File: src/rtl/ps2_pkg.sv
// Shared constants for the PS/2 key-event receiver: scan codes, direction encoding,
// event layout and frame FSM state codes.
package ps2_pkg;

    localparam logic [7:0] SC_E0   = 8'hE0;
    localparam logic [7:0] SC_E1   = 8'hE1;
    localparam logic [7:0] SC_F0   = 8'hF0;
    localparam logic [7:0] SC_OVR0 = 8'h00;
    localparam logic [7:0] SC_OVRF = 8'hFF;
    localparam logic [7:0] SC_W    = 8'h1D;
    localparam logic [7:0] SC_I    = 8'h43;
    localparam logic [7:0] SC_A    = 8'h1C;
    localparam logic [7:0] SC_J    = 8'h3B;
    localparam logic [7:0] SC_D    = 8'h23;
    localparam logic [7:0] SC_L    = 8'h4B;

    localparam logic [1:0] DIR_NONE     = 2'd0;
    localparam logic [1:0] DIR_STRAIGHT = 2'd1;
    localparam logic [1:0] DIR_LEFT     = 2'd2;
    localparam logic [1:0] DIR_RIGHT    = 2'd3;

    // Held-key map bit positions
    localparam int HK_W = 0;
    localparam int HK_I = 1;
    localparam int HK_A = 2;
    localparam int HK_J = 3;
    localparam int HK_D = 4;
    localparam int HK_L = 5;

    localparam int EV_W        = 10;
    localparam int EV_CODE_LSB = 0;
    localparam int EV_BRK_BIT  = 8;
    localparam int EV_EXT_BIT  = 9;

    localparam logic [1:0] ST_IDLE   = 2'd0;
    localparam logic [1:0] ST_DATA   = 2'd1;
    localparam logic [1:0] ST_PARITY = 2'd2;
    localparam logic [1:0] ST_STOP   = 2'd3;

    function automatic logic [1:0] dir_of(input logic [5:0] held);
        if (held[HK_W] || held[HK_I])
            return DIR_STRAIGHT;
        else if (held[HK_A] || held[HK_J])
            return DIR_LEFT;
        else if (held[HK_D] || held[HK_L])
            return DIR_RIGHT;
        else
            return DIR_NONE;
    endfunction

endpackage

File: src/rtl/ps2_event_fifo.sv
// First-word fall-through FIFO for key events; a push into a full FIFO is accepted
// only when a pop frees a slot in the same cycle.
module ps2_event_fifo #(
    parameter int WIDTH = 10,
    parameter int DEPTH = 8
) (
    input  logic             clk,
    input  logic             rst,
    input  logic             push,
    input  logic             pop,
    input  logic [WIDTH-1:0] din,
    output logic [WIDTH-1:0] dout,
    output logic             full,
    output logic             empty
);

    localparam int AW = $clog2(DEPTH);

    logic [WIDTH-1:0] mem [DEPTH];
    logic [AW:0]      wr_ptr;
    logic [AW:0]      rd_ptr;
    logic             pop_en;
    logic             wr_en;

    // Pointers carry one extra wrap bit so full and empty are distinguishable
    assign empty  = (wr_ptr == rd_ptr);
    assign full   = (wr_ptr[AW] != rd_ptr[AW]) && (wr_ptr[AW-1:0] == rd_ptr[AW-1:0]);
    assign pop_en = pop && !empty;
    assign wr_en  = push && (!full || pop_en);
    assign dout   = empty ? '0 : mem[rd_ptr[AW-1:0]];

    always_ff @(posedge clk or posedge rst) begin
        if (rst) begin
            wr_ptr <= '0;
            rd_ptr <= '0;
        end else begin
            if (wr_en)
                wr_ptr <= wr_ptr + 1'b1;
            if (pop_en)
                rd_ptr <= rd_ptr + 1'b1;
        end
    end

    always_ff @(posedge clk) begin
        if (wr_en)
            mem[wr_ptr[AW-1:0]] <= din;
    end

endmodule

File: src/rtl/ps2_key_event_rx.sv
// Framed PS/2 keyboard receiver: glitch-filtered clock, 11-bit frame check with watchdog,
// E0/F0 prefix decoding into a buffered event stream, and held-key direction tracking.
module ps2_key_event_rx #(
    parameter int SYNC_STAGES = 2,
    parameter int FILTER_LEN  = 4,
    parameter int TIMEOUT_CYC = 100000,
    parameter int FIFO_DEPTH  = 8
) (
    input  logic       clk,
    input  logic       rst,
    input  logic       ps2_clk,
    input  logic       ps2_data,
    output logic       ev_valid,
    input  logic       ev_ready,
    output logic [7:0] ev_code,
    output logic       ev_ext,
    output logic       ev_break,
    output logic [1:0] dir,
    output logic       frame_err,
    output logic       overflow,
    input  logic       ovf_clr
);

    import ps2_pkg::*;

    localparam int FC_W = (FILTER_LEN > 1) ? $clog2(FILTER_LEN) : 1;
    localparam logic [FC_W-1:0] FC_LAST = FC_W'(FILTER_LEN - 1);
    localparam int WD_W = $clog2(TIMEOUT_CYC + 1);
    localparam logic [WD_W-1:0] WD_LAST = WD_W'(TIMEOUT_CYC - 1);

    logic [SYNC_STAGES-1:0] clk_sync;
    logic [SYNC_STAGES-1:0] data_sync;
    logic                   clk_s;
    logic                   data_s;
    logic                   clk_filt;
    logic [FC_W-1:0]        filt_cnt;
    logic                   fall;

    logic [1:0]      state;
    logic [2:0]      bit_cnt;
    logic [7:0]      shreg;
    logic            par;
    logic            byte_vld;
    logic            byte_err;
    logic [WD_W-1:0] wd;
    logic            wd_expire;

    logic            ext_pend;
    logic            brk_pend;
    logic            is_ovr;
    logic            is_skip;
    logic            push;
    logic            pop;
    logic            drop;
    logic            full;
    logic            empty;
    logic [5:0]      held;
    logic [5:0]      held_nxt;
    logic [EV_W-1:0] head;

    // Idle PS/2 lines are high, so the synchronisers and filter come out of reset at 1
    always_ff @(posedge clk or posedge rst) begin
        if (rst) begin
            clk_sync  <= '1;
            data_sync <= '1;
        end else begin
            clk_sync  <= {clk_sync[SYNC_STAGES-2:0], ps2_clk};
            data_sync <= {data_sync[SYNC_STAGES-2:0], ps2_data};
        end
    end

    assign clk_s  = clk_sync[SYNC_STAGES-1];
    assign data_s = data_sync[SYNC_STAGES-1];

    always_ff @(posedge clk or posedge rst) begin
        if (rst) begin
            clk_filt <= 1'b1;
            filt_cnt <= '0;
            fall     <= 1'b0;
        end else begin
            fall <= 1'b0;
            if (clk_s != clk_filt) begin
                if (filt_cnt == FC_LAST) begin
                    clk_filt <= clk_s;
                    filt_cnt <= '0;
                    fall     <= !clk_s;
                end else begin
                    filt_cnt <= filt_cnt + 1'b1;
                end
            end else begin
                filt_cnt <= '0;
            end
        end
    end

    // wd holds the number of cycles since the most recent fall while a frame is open
    assign wd_expire = !fall && (state != ST_IDLE) && (wd == WD_LAST);

    always_ff @(posedge clk or posedge rst) begin
        if (rst) begin
            state    <= ST_IDLE;
            bit_cnt  <= '0;
            shreg    <= '0;
            par      <= 1'b0;
            byte_vld <= 1'b0;
            byte_err <= 1'b0;
            wd       <= '0;
        end else begin
            byte_vld <= 1'b0;
            byte_err <= 1'b0;
            if (fall) begin
                wd <= WD_W'(1);
                case (state)
                    ST_IDLE: begin
                        if (!data_s) begin
                            state   <= ST_DATA;
                            bit_cnt <= '0;
                        end
                    end
                    ST_DATA: begin
                        shreg   <= {data_s, shreg[7:1]};
                        bit_cnt <= bit_cnt + 1'b1;
                        if (bit_cnt == 3'd7)
                            state <= ST_PARITY;
                    end
                    ST_PARITY: begin
                        par   <= data_s;
                        state <= ST_STOP;
                    end
                    default: begin
                        if ((^{shreg, par}) && data_s)
                            byte_vld <= 1'b1;
                        else
                            byte_err <= 1'b1;
                        state <= ST_IDLE;
                    end
                endcase
            end else if (wd_expire) begin
                state <= ST_IDLE;
                wd    <= '0;
            end else if (state != ST_IDLE) begin
                wd <= wd + 1'b1;
            end else begin
                wd <= '0;
            end
        end
    end

    assign is_ovr  = (shreg == SC_OVR0) || (shreg == SC_OVRF);
    assign is_skip = (shreg == SC_E0) || (shreg == SC_F0) || (shreg == SC_E1);
    assign push    = byte_vld && !is_ovr && !is_skip;

    // Handshake: the head entry transfers on any cycle where ev_valid and ev_ready are both
    // high; ev_valid never depends on ev_ready and the head fields hold until popped.
    assign ev_valid = !empty;
    assign pop      = ev_ready && !empty;
    assign drop     = push && full && !pop;

    always_comb begin
        held_nxt = held;
        if (push && !ext_pend) begin
            case (shreg)
                SC_W:    held_nxt[HK_W] = !brk_pend;
                SC_I:    held_nxt[HK_I] = !brk_pend;
                SC_A:    held_nxt[HK_A] = !brk_pend;
                SC_J:    held_nxt[HK_J] = !brk_pend;
                SC_D:    held_nxt[HK_D] = !brk_pend;
                SC_L:    held_nxt[HK_L] = !brk_pend;
                default: held_nxt = held;
            endcase
        end
    end

    always_ff @(posedge clk or posedge rst) begin
        if (rst) begin
            ext_pend  <= 1'b0;
            brk_pend  <= 1'b0;
            held      <= '0;
            dir       <= DIR_NONE;
            frame_err <= 1'b0;
            overflow  <= 1'b0;
        end else begin
            frame_err <= byte_err || wd_expire || (byte_vld && is_ovr);
            held      <= held_nxt;
            dir       <= dir_of(held_nxt);
            if (byte_vld) begin
                if (shreg == SC_E0)
                    ext_pend <= 1'b1;
                else if (shreg == SC_F0)
                    brk_pend <= 1'b1;
                else if (shreg != SC_E1) begin
                    ext_pend <= 1'b0;
                    brk_pend <= 1'b0;
                end
            end
            // A drop in the same cycle as ovf_clr keeps the flag set
            if (drop)
                overflow <= 1'b1;
            else if (ovf_clr)
                overflow <= 1'b0;
        end
    end

    ps2_event_fifo #(
        .WIDTH (EV_W),
        .DEPTH (FIFO_DEPTH)
    ) u_fifo (
        .clk   (clk),
        .rst   (rst),
        .push  (push),
        .pop   (pop),
        .din   ({ext_pend, brk_pend, shreg}),
        .dout  (head),
        .full  (full),
        .empty (empty)
    );

    assign ev_code  = head[EV_CODE_LSB +: 8];
    assign ev_break = head[EV_BRK_BIT];
    assign ev_ext   = head[EV_EXT_BIT];

endmodule
File: config.mk
export PLATFORM = sky130hd
export DESIGN_NAME = ps2_key_event_rx
export DESIGN_NICKNAME = d
export VERILOG_FILES = /design/src/rtl/ps2_pkg.sv /design/src/rtl/ps2_event_fifo.sv /design/src/rtl/ps2_key_event_rx.sv
export SDC_FILE = /design/constraint.sdc
export NUM_CORES = 1
export LEC_CHECK = 0
export ABC_CLOCK_PERIOD_IN_PS = 2950
export CAP_MARGIN = 20
export CELL_PAD_IN_SITES_DETAIL_PLACEMENT = 1
export CELL_PAD_IN_SITES_GLOBAL_PLACEMENT = 2
export CORE_MARGIN = 8
export CORE_UTILIZATION = 40
export DETAILED_ROUTE_END_ITERATION = 6
export MAX_ROUTING_LAYER = met4
export PLACE_DENSITY = 0.86
export SLEW_MARGIN = 20
export SYNTH_ARGS = -nofsm -noshare
export SYNTH_HDL_FRONTEND = slang
export SYNTH_SLANG_ARGS = --single-unit
File: constraint.sdc
create_clock -name clk -period 2.95 [get_ports clk]
set_clock_uncertainty 0.2 [all_clocks]
set_input_delay 0.59 -clock clk [delete_from_list [all_inputs] [get_ports clk]]
set_output_delay 0.59 -clock clk [all_outputs]
set_load 0.05 [all_outputs]
==> impl_metrics.ini <==
[flow_run]
cap_viol_max_count = 0

[cts]
cts_sinks = 141
cts_made_buffers = 17
htree_num_levels = 4
holdBufCountCts = 0
cts_tree = done
clk_pin_slew_ns = 0.06
clock_latency_ns = 0.42
cts_buffer_depth = 2
root_buffer = clkbuf_16

[sta]
hold_viol_final = 0
rsz0062_at_grt = false
finalCriticalPeriod_ns = 2.83
fin_ws_ns = 0.116
hold_slack_ns = 0.156
tightest_slew_ns = 0.858
finalSetupViolations = 0
clock.fmax_mhz = 353
tns_ns = 0
slew_headroom_pct = 42.5
finalCritPeriodShare_pct = 96.1
drv_slew = 0

[detailed_routing]
viasPerCell = 5.35
antenna_left = 0
wl_per_cell_um = 20.5
vias = 3565
drtPass1Iterations = 4
drtIter0Drc = 206
drc = 0
finalWirelength_mm = 13.7

[pwr]
vdd_drop_max_mv = 0.382
power_density_nw_per_um2 = 711
total_power_mw = 5.19
p_leak_nw = 2.84

[worst_hold_path]
hold_depth = 0
hold_class = flip-flop to flip-flop

[yosys]
synthArstFlopShare_pct = 43.3
yosysUniqueCellTypes = 53
ys_seq_elements = 141
avgSynthCellArea_um2 = 14.9
netlist_area_um2 = 6110
syn_nets = 426
postSynthCellCount = 410
ys_seq_area_share_pct = 64.4
yosys_warnings = 0
synth_edf_count = 80
synth-main-ff-cell = edfxtp_1

[global_route]
grt_pass1_wl_mm = 22.2
grt_pass1_vias = 3948
antenna_found_initial = 0
grt_usage_pct = 15.4
grt_remaining_overflow = 0
grt_max_degree = 27

[floorplan]
die_x_um = 140
die_area_um2 = 19500
pin_count = 21
num_rows = 45
start_util_pct = 40.5
core_um2 = 15100
die_h_um = 140

[placed_design]
pre_cts_ws_ns = -0.216
place.gp.congestion = 0.763
hpwl_mm = 9.49
portBuffers = 20

[final_layout]
final_layout_size_suffix_gt1_share_pct = 26.8
final_core_utilization_pct = 48.4
nets = 481
area_delta_synth_final_pct = 19.5
antenna_cells = 0

[worst_setup_path]
worst-r2r-cell-count = 7
crit_path_max_fanout = 10
critPathRequiredTime_ns = 2.16
critical_path_class = flip-flop to primary output
critPathLaunchType = flip-flop
cp-end-kind = primary output
worstPathArrival_ns = 2.04

[outcome]
status = finished, final reports clean
-- cell families (layout without fill, tap and decap cells) --
kind of cell             count (synthesis)  after routing  synth area share, %
flip-flops                             141            141                 64.4
AND/OR/NAND/NOR                        119            119                 10.4
multiplexers                            49             49                 12.4
buffers and inverters                   35            103                 2.83
XOR/XNOR                                33             33                 4.95
AO/OA/AOI/OAI                           23             23                 2.93
adder cells (fa/ha/maj)                 10             10                 2.05
-- final timing paths --
path / slack (ns) / end / from
min in group asynchronous: 0.35 / held[5] / rst
setup / recovery: 0.12 / ev_code[4] / u_fifo.rd_ptr[0]
setup reg to reg: 0.41 / u_fifo.mem[0][1] / u_fifo.rd_ptr[0]
max in group asynchronous: 1.59 / clk_filt / rst
hold reg to reg: 0.16 / data_sync[1] / data_sync[0]
hold / removal: 0.16 / data_sync[1] / data_sync[0]
-- final cells by class --
class | instances | area, um2
clock buffers | 19 | 433
clock inverters | 13 | 95.1
fillers | 1497 | 7790
inverters | 15 | 56.3
multi-input cells | 234 | 2060
flip-flops and latches | 141 | 3940
well taps | 188 | 235
repair buffers | 56 | 485
-- through the flow --
stage / instances / area [um2]
5_1_grt: 666 / 7300
3_5_place_dp: 630 / 6700
2_1_floorplan: 410 / 6110
3_3_place_gp: 629 / 6690
6_report: 666 / 7300
4_1_cts: 662 / 7230
-- layout by cell type (no fill, tap or decap), types with 12 or more instances in the layout --
master and count:
nor2_1 39, mux2_2 12, clkbuf_16 18, mux4_2 20, inv_1 14, dfrtp_1 55
xnor2_1 21, buf_4 44, mux2i_1 16, nand3_1 12, nand2_1 18, edfxtp_1 80
-- layer usage --
| layer | wire (um) | track usage (%) |
|---|---|---|
| met4 | 259 | 6.46 |
| met2 | 7180 | 25.3 |
| met3 | 378 | 4.04 |
| met1 | 5840 | 17.6 |
| met5 | 0 | - |
-- worst max-delay path, cell delays in order (launching register included) --
cell and delay (ns):
dfrtp_2 0.47, clkbuf_16 0.22, mux4_2 0.51, mux2i_1 0.16
nor2_1 0.07, buf_4 0.19
-- power breakdown --
part | switching [mW] | leakage (nW) | internal [mW]
sequential | 0.0845 | 1.53 | 2.15
combinational | 0.589 | 1.07 | 0.462
clock | 0.829 | 0.242 | 1.07
-- registers in the layout, summed over array words and instances, names as in the netlist, 2 cells and up --
name / cells
u_fifo.mem: 80
wd: 17
shreg: 8
held: 6
u_fifo.rd_ptr: 4
u_fifo.wr_ptr: 4
bit_cnt: 3
clk_sync: 2
data_sync: 2
dir: 2
filt_cnt: 2
state: 2
-- synth_stat cells (3+ instances only) --
library cell | instances | area (um2)
edfxtp_1 | 80 | 2400
dfrtp_1 | 56 | 1400
nor2_1 | 39 | 146
xnor2_1 | 21 | 184
mux4_2 | 20 | 450
nand2_1 | 18 | 67.6
mux2i_1 | 16 | 160
inv_1 | 15 | 56.3
mux2_2 | 12 | 135
nand3_1 | 12 | 60.1
xor2_1 | 11 | 96.3
ha_1 | 10 | 125
nand4_1 | 8 | 50.1
nor3_1 | 8 | 40.0
buf_2 | 7 | 35.0
clkbuf_1 | 7 | 26.3
nor4_1 | 6 | 37.5
and3_1 | 5 | 31.3
dfstp_2 | 5 | 131
and4_1 | 4 | 35.0
a21oi_1 | 3 | 15.0
nor2b_1 | 3 | 18.8
o21ai_0 | 3 | 15.0
o21ai_1 | 3 | 15.0
-- what timing repair did --
item / in CTS / in global routing
setup buffers: 0 / 3
resized for setup: 1 / 0
setup endpoints to repair: 8 / 7
cloned: 0 / 1
Power figures use the tool's default switching activity.
